<file path="config.mk">
export PLATFORM = sky130hd
export DESIGN_NAME = pe_tree_acc
export DESIGN_NICKNAME = d
export VERILOG_FILES = /design/src/rtl/pe_tree_acc.sv
export SDC_FILE = /design/constraint.sdc
export NUM_CORES = 1
export LEC_CHECK = 0
export BUFFER_PORTS_ARGS = -buffer_cell sky130_fd_sc_hd__buf_2
export CAP_MARGIN = 20
export CORE_MARGIN = 1
export CORE_UTILIZATION = 55
export CTS_CLUSTER_DIAMETER = 120
export DETAILED_ROUTE_END_ITERATION = 8
export GPL_ROUTABILITY_DRIVEN = 0
export GPL_TIMING_DRIVEN = 0
export PLACE_DENSITY = 0.74
export SYNTH_ARGS = -nofsm -noshare
export SYNTH_HDL_FRONTEND = slang
export SYNTH_SLANG_ARGS = --single-unit
</file>
<file path="constraint.sdc">
create_clock -name clk -period 3.9 [get_ports clk]
set_clock_uncertainty 0.15 [all_clocks]
set_input_delay 0.78 -clock clk [delete_from_list [all_inputs] [get_ports clk]]
set_output_delay 0.78 -clock clk [all_outputs]
set_load 0.1 [all_outputs]
</file>
<file path="src/rtl/pe_tree_acc.sv">
// pe_tree_acc: lane-wise integer x fixed-point products reduced by a pipelined
// saturating adder tree, then accumulated across beats into a packet result.
module pe_tree_acc #(
    parameter int N_IN = 8,
    parameter int IN_W = 2,
    parameter int W    = 16,
    parameter int FRAC = 7
) (
    input  logic                 clk,
    input  logic                 rst_n,
    input  logic                 en,
    input  logic                 clr,
    input  logic                 in_valid,
    input  logic                 in_last,
    input  logic [N_IN*IN_W-1:0] in_vec,
    input  logic [N_IN*W-1:0]    w_vec,
    output logic [W-1:0]         out,
    output logic                 out_valid,
    output logic                 sat
);
    localparam int L  = $clog2(N_IN);
    localparam int PW = W + IN_W + 1;
    localparam logic signed [W-1:0] MAX = {1'b0, {(W-1){1'b1}}};
    localparam logic signed [W-1:0] MIN = {1'b1, {(W-1){1'b0}}};

    if ((1 << L) != N_IN || N_IN < 2 || FRAC >= W) begin : g_bad_param
        $error("pe_tree_acc: N_IN must be a power of two >= 2 and FRAC < W");
    end

    // Integer times Q-format keeps the same binary point, so no shift is needed.
    function automatic logic [W:0] smul(input logic [IN_W-1:0] a, input logic signed [W-1:0] w);
        logic signed [PW-1:0] p;
        p = PW'($signed({1'b0, a})) * PW'(w);
        return (&p[PW-1:W-1] || ~|p[PW-1:W-1]) ? {1'b0, p[W-1:0]} : {1'b1, p[PW-1] ? MIN : MAX};
    endfunction

    function automatic logic [W:0] sadd(input logic signed [W-1:0] a, input logic signed [W-1:0] b);
        logic signed [W:0] s;
        s = {a[W-1], a} + {b[W-1], b};
        return (s[W] ^ s[W-1]) ? {1'b1, s[W] ? MIN : MAX} : {1'b0, s[W-1:0]};
    endfunction

    logic [N_IN*IN_W-1:0] s0_vec;
    logic                 s0_v, s0_last;
    // Heap-ordered tree: node 1 is the root, leaves N_IN..2*N_IN-1 hold the products.
    logic signed [W-1:0]  nd   [1:2*N_IN-1];
    logic                 ns   [1:2*N_IN-1];
    logic signed [W-1:0]  nd_n [1:2*N_IN-1];
    logic                 ns_n [1:2*N_IN-1];
    logic [L:0]           lv, ll;
    logic signed [W-1:0]  acc;
    logic                 acc_sat;
    logic [W:0]           acc_n;
    logic                 tot_sat;

    always_comb begin
        for (int k = 0; k < N_IN; k++)
            {ns_n[N_IN+k], nd_n[N_IN+k]} = smul(s0_vec[k*IN_W +: IN_W], w_vec[k*W +: W]);
        for (int i = 1; i < N_IN; i++) begin
            {ns_n[i], nd_n[i]} = sadd(nd[2*i], nd[2*i+1]);
            ns_n[i] = ns_n[i] | ns[2*i] | ns[2*i+1];
        end
        acc_n   = sadd(acc, nd[1]);
        tot_sat = acc_sat | ns[1] | acc_n[W];
    end

    always_ff @(posedge clk or negedge rst_n) begin
        if (!rst_n) begin
            s0_vec    <= '0;
            s0_v      <= 1'b0;
            s0_last   <= 1'b0;
            for (int i = 1; i < 2*N_IN; i++) begin
                nd[i] <= '0;
                ns[i] <= 1'b0;
            end
            lv        <= '0;
            ll        <= '0;
            acc       <= '0;
            acc_sat   <= 1'b0;
            out       <= '0;
            out_valid <= 1'b0;
            sat       <= 1'b0;
        end else if (clr) begin
            s0_vec    <= '0;
            s0_v      <= 1'b0;
            s0_last   <= 1'b0;
            for (int i = 1; i < 2*N_IN; i++) begin
                nd[i] <= '0;
                ns[i] <= 1'b0;
            end
            lv        <= '0;
            ll        <= '0;
            acc       <= '0;
            acc_sat   <= 1'b0;
            out       <= '0;
            out_valid <= 1'b0;
            sat       <= 1'b0;
        end else if (en) begin
            s0_vec    <= in_vec;
            s0_v      <= in_valid;
            s0_last   <= in_valid & in_last;
            nd        <= nd_n;
            ns        <= ns_n;
            lv        <= {lv[L-1:0], s0_v};
            ll        <= {ll[L-1:0], s0_last};
            out_valid <= lv[L] & ll[L];
            if (lv[L] && ll[L]) begin
                out     <= acc_n[W-1:0];
                sat     <= tot_sat;
                acc     <= '0;
                acc_sat <= 1'b0;
            end else if (lv[L]) begin
                acc     <= acc_n[W-1:0];
                acc_sat <= tot_sat;
            end
        end
    end
endmodule

</file>
## Word-level counts from Yosys, hierarchy flattened

Index checks and enable logic that the tools add are counted.

| operators by class | value |
|---|---|
| add/sub/neg operators | 8 |
| multipliers | 8 |
| multiplexer cells | 62 |
| bitwise logic cells | 26 |
| reductions and logical operators | 38 |

Operator list:

| cell | count |
|---|---|
| $mux W240 | 2 |
| $mux W16 | 25 |
| $mux W17 | 16 |
| $mul A3 B16 Y19 | 8 |
| $add A16 B16 Y17 | 8 |
| $reduce_and A4 Y1 | 8 |
| $reduce_or A4 Y1 | 8 |
| $mux W15 | 2 |
| $mux W4 | 4 |
| $or A1 B1 Y1 | 16 |
| $mux W1 | 13 |
| $logic_not A1 Y1 | 8 |
| $logic_or A1 B1 Y1 | 8 |
| $xor A1 B1 Y1 | 8 |
| $reduce_and A2 Y1 | 2 |
| $reduce_bool A2 Y1 | 2 |
| $reduce_bool A3 Y1 | 1 |
| $and A1 B1 Y1 | 2 |
| $logic_and A1 B1 Y1 | 1 |

| word-level totals | value |
|---|---|
| bits in registers | 316 |
| input port bits | 150 |
| output and inout port bits | 18 |
| word-level logic and storage cells | 182 |

## Logic depth before layout (Yosys ltp)

| depth | value |
|---|---|
| depth in word-level cells | 8 |
| mapped depth | 16 |
| gate-level depth less buffers | 14 |

## Worst setup path after synthesis

No wires, ideal clock.

| timing | value |
|---|---|
| kind | in2reg |
| start point | input w_vec[8] |
| end point | register nd[113] in the netlist's numbering |
| library setup time | 0.126 ns |
| data arrival time | 3.841 ns |
| data required time | 3.624 ns |
| path slack | -0.217 ns |
| cell stages on the path | 12 |
| buffers on the path | 1 |
| path through | and2_1 > ha_1 > ha_1 > and3_4 > a221o_1 > or3b_1 > o211a_1 > or3_1 > a211o_2 > and2_4 > buf_6 > a221o_1 |

| between the ends | value |
|---|---|
| cells in the longest elaborated chain, start to end | 7 |
| elaborated cells between the ends (all ways) | 9 |
| those cells by class | 1 x mul; 4 x mux; 4 x reduce/logical |

Ends and longest elaborated chain:

| what | RTL line | source |
|---|---|---|
| start, declared | 16 | `input logic [N_IN*W-1:0] w_vec,` |
| $mul A3 B16 Y19 (*) | 33 | `p = PW'($signed({1'b0, a})) * PW'(w);` |
| $reduce_or A4 Y1 | 34 | `return (&p[PW-1:W-1] \|\| ~\|p[PW-1:W-1]) ? {1'b0, p[W-1:0]} : {1'b1, p[PW-1] ? MIN : MAX};` |
| $logic_not A1 Y1 | 34 |  |
| $logic_or A1 B1 Y1 | 34 |  |
| $mux W17 (*) | 34 |  |
| $mux W240 (*) | 98 | `end else if (en) begin` |
| $mux W240 (*) | 83 | `end else if (clr) begin` |
| end signal, assigned | 102 | `nd <= nd_n;` |
| end, declared | 46 | `logic signed [W-1:0] nd [1:2*N_IN-1];` |

Every way passes the cells marked *; elsewhere a longest branch is shown, timed or not. The select of a mux whose other input is x is not followed.
A chain may end at the register's enable or synchronous reset.

## Final worst setup path

| timing | value |
|---|---|
| start point | register s0_vec[10] |
| end point | register nd[32] in the netlist's numbering |

| between the ends | value |
|---|---|
| cells in the longest elaborated chain, start to end | 7 |
| elaborated cells between the ends (all ways) | 9 |
| those cells by class | 1 x mul; 4 x mux; 4 x reduce/logical |

Ends and longest elaborated chain:

| what | RTL line | source |
|---|---|---|
| start, declared | 43 | `logic [N_IN*IN_W-1:0] s0_vec;` |
| start signal, assigned | 99 | `s0_vec <= in_vec;` |
| $mul A3 B16 Y19 (*) | 33 |  |
| $reduce_or A4 Y1 | 34 |  |
| $logic_not A1 Y1 | 34 |  |
| $logic_or A1 B1 Y1 | 34 |  |
| $mux W17 (*) | 34 |  |
| $mux W240 (*) | 98 |  |
| $mux W240 (*) | 83 |  |

Marked as above.

==> results.yml <==
clock_tree:
  cts_inserted_buffers: 38
  cts_tree: "done"
  path_clk_slew_ns: 0.06
  cts_htree_levels: 2
  cts_sinks: 316
  root_buffer: "clkbuf_16"
  hold_buffers: 0
  clk_path_buf_depth: 3
  clock_latency_ns: 0.57
setup_path:
  cp-start-kind: "flip-flop"
  cp_cell_sequence: "buf_8, and2_1, ha_1, ha_1, a21oi_1, o21ai_2, mux2_4, a311o_1, a211oi_2, a211oi_2, o21a_2, buf_6, a311o_1"
  max_stage_delay_ns: 0.49
  cp_top_family: "compound AO/OA/AOI/OAI gates"
  critical_path_buf_inv_count: 2
  crit_arrival_ns: 4.14
  slowest_stage: "dfrtp_2"
  path_max_fanout: 8
  path_class: "reg2reg"
  cp_data_required_time_ns: 4.20
  cp-end-kind: "flip-flop"
final_layout:
  fin_util_pct: 65.1
  layout.nets: 4039
  drive_gt1_share_pct: 14.6
  fill_cells: 4090
  layout.cells.non_filler: 4178
  syn2layout_area_growth_pct: 16.8
  diodes: 0
drt:
  vias_per_cell: 6.14
  ant_nets: 0
  wl_per_cell_um: 18.5
  initialDrtViolationCount: 1925
  dr.pass1.iters: 6
  drc: 0
  wirelength_mm: 77.2
  num_vias: 25700
timing:
  fin_crit_sh_pct: 98.5
  setup_viol: 0
  relSlewSlack_pct: 14.0
  tightest_slew_ns: 1.29
  fmax_mhz: 260
  finalHoldViolCount: 0
  fin_crit_ns: 3.84
  fin_setup_tns_ns: 0
  finalMaxSlewViolations: 0
synthesis:
  synth.top_cell.area_share_pct: 28.3
  synth.area.top_cells: "dfrtp_1 28%, ha_1 18%, and2_1 5.7%"
  syn_area_um2: 28000
  syn_nets: 3782
  synthMostInstantiatedCell: "ha_1"
  synthArstFlopShare_pct: 100
  seq_area_frac_synth_pct: 28.3
  syn_avg_cell_area_um2: 8.69
  synth.distinct_cells: 78
  synth_warnings: 0
  synth_commonest_cells: "396 x ha_1, 316 x dfrtp_1, 298 x nor2_1"
  synth_top_area_cell: "dfrtp_1"
  synth_edf_count: 0
  synthFlopType: "dfrtp_1"
  postSynthCellCount: 3220
  ys_ff_latch: 316
global_route:
  overflow: 0
  antenna_found_initial: 2
  grt_pass1_vias: 24200
  grt_pass1_wl_mm: 122
  grt_max_degree: 120
  grt_usage_pct: 29.1
power:
  switching_power_mw: 3.85
  p_per_area_nw_per_um2: 349
  clock_power_share_pct: 34.4
  swShare_pct: 33.8
  power.total_mw: 11.4
  comb_power_share_pct: 30.4
  intPower_mw: 7.54
  pwr-share-seq_pct: 35.2
  leakagePower_nw: 16.3
  irDropWorstVdd_uv: 340
floorplanning:
  die_h_um: 228
  rows: 82
  die-area_um2: 51800
  core_um2: 50200
  num_io_pins: 168
  start_util_pct: 55.8
  dieWidth_um: 228
min_path:
  hold_path.class: "in2async"
placement:
  io_buffers: 165
  dp_hpwl_mm: 58.0
  dp.cells: 4061
flow_run:
  drv_cap: 0
status:
  outcome: "finished, final reports clean"
[layout by cell type, fill, tap and decap left out, drive strengths merged, types with 28 or more instances in the layout]
master  instances
nor3           58
buf           252
a221o         121
nand2b         42
xor2           50
mux2i          37
dfrtp         316
o21a           59
a211oi         54
nor2          298
a21oi         204
o21ai         203
and2          262
a21o           64
a311oi         33
nand2         255
inv           113
o211ai         28
ha            396
nand3          66
clkbuf        131
xnor2         111
nor2b          34
[cell type report]
class                      count  area [µm²]  share of cell area, %
multi-input combinational   2673       20100                   61.5
sequential                   316        7930                   24.3
timing repair buffer         228        1410                   4.32
clock buffer                  49        1060                   3.25
tap                          672         841                   2.57
buffer                       107         583                   1.78
inverter                     113         432                   1.32
clock inverter                20         313                  0.957
[sequential cells by signal (all words and copies together), names as in the netlist, 4 cells and up]
name    count
lv          4
s0_vec     16
ll          4
acc        16
ns         15
out        16
nd        240
[power by group through the flow]
| stage | Combinational, mW | Sequential, mW | Clock, mW |
|---|---|---|---|
| 3_3_place_gp | 3.04 | 4.03 | 0 |
| 2_1_floorplan | 2.35 | 3.89 | 0 |
| 3_5_place_dp | 3.16 | 4.05 | 0 |
| 6_report | 3.47 | 4.01 | 3.92 |
| 4_1_cts | 3.27 | 4.00 | 3.94 |
| 5_1_grt | 3.84 | 4.04 | 4.08 |
[what timing repair did]
action,CTS,global route
endpoints found under the setup margin,204,237
resized for setup,118,167
setup buffers,16,38
cloned,1,3
pin swaps,15,57
[worst register-to-register path, delay by kind of cell (launching register included)]
family	cells	cell delay [ns]
AO/OA/AOI/OAI	7	1.67
adder cells (fa/ha/maj)	2	0.65
flip-flops	1	0.49
multiplexers	1	0.32
buffers and inverters	2	0.30
AND/OR/NAND/NOR	1	0.13
[through the flow]
stage / worst slack (ns) / instance area (µm²) / hold WS (ns)
finish: 0.0585 / 32700 / 0.0832
global route: -0.0315 / 32700 / 0.133
CTS: 0.00536 / 31800 / 0.0997
detailed placement: -0.825 / 29900 / 0.326
global placement: -3.95 / 29800 / 0.317
floorplan: -0.0417 / 28100 / 0.301
[per-layer routing]
layer / track usage [%] / vias up / part of all wire, %
met2: 48.4 / 812 / 47
met4: 8.55 / 4 / 2.6
met3: 3.70 / 134 / 5.9
met1: 39.4 / 12400 / 45
met5: 0 / - / 0.035
li1: - / 12400 / -
[path summary, 6_finish.rpt]
path,from,endpoint,slack (ns),cells after the start
setup / recovery,s0_vec[10],nd[32],0.06,13
hold / removal,rst_n,nd[14],0.08,1
setup reg to reg,s0_vec[10],nd[32],0.06,13
hold reg to reg,out[8],out[8],0.33,2
max in group asynchronous,rst_n,s0_vec[2],2.46,2
min in group clk,in_vec[9],s0_vec[9],0.30,3
[kinds of logic (layout without fill, tap and decap cells)]
group	after synthesis	after routing	share of synthesized area, %
XOR/XNOR	161	161	5.04
adder cells (fa/ha/maj)	412	412	18.9
multiplexers	42	42	1.52
AND/OR/NAND/NOR	1109	1109	19.6
AO/OA/AOI/OAI	949	949	23.6
flip-flops	316	316	28.3
buffers and inverters	231	517	3.13
(Power assumes the default switching activity.)
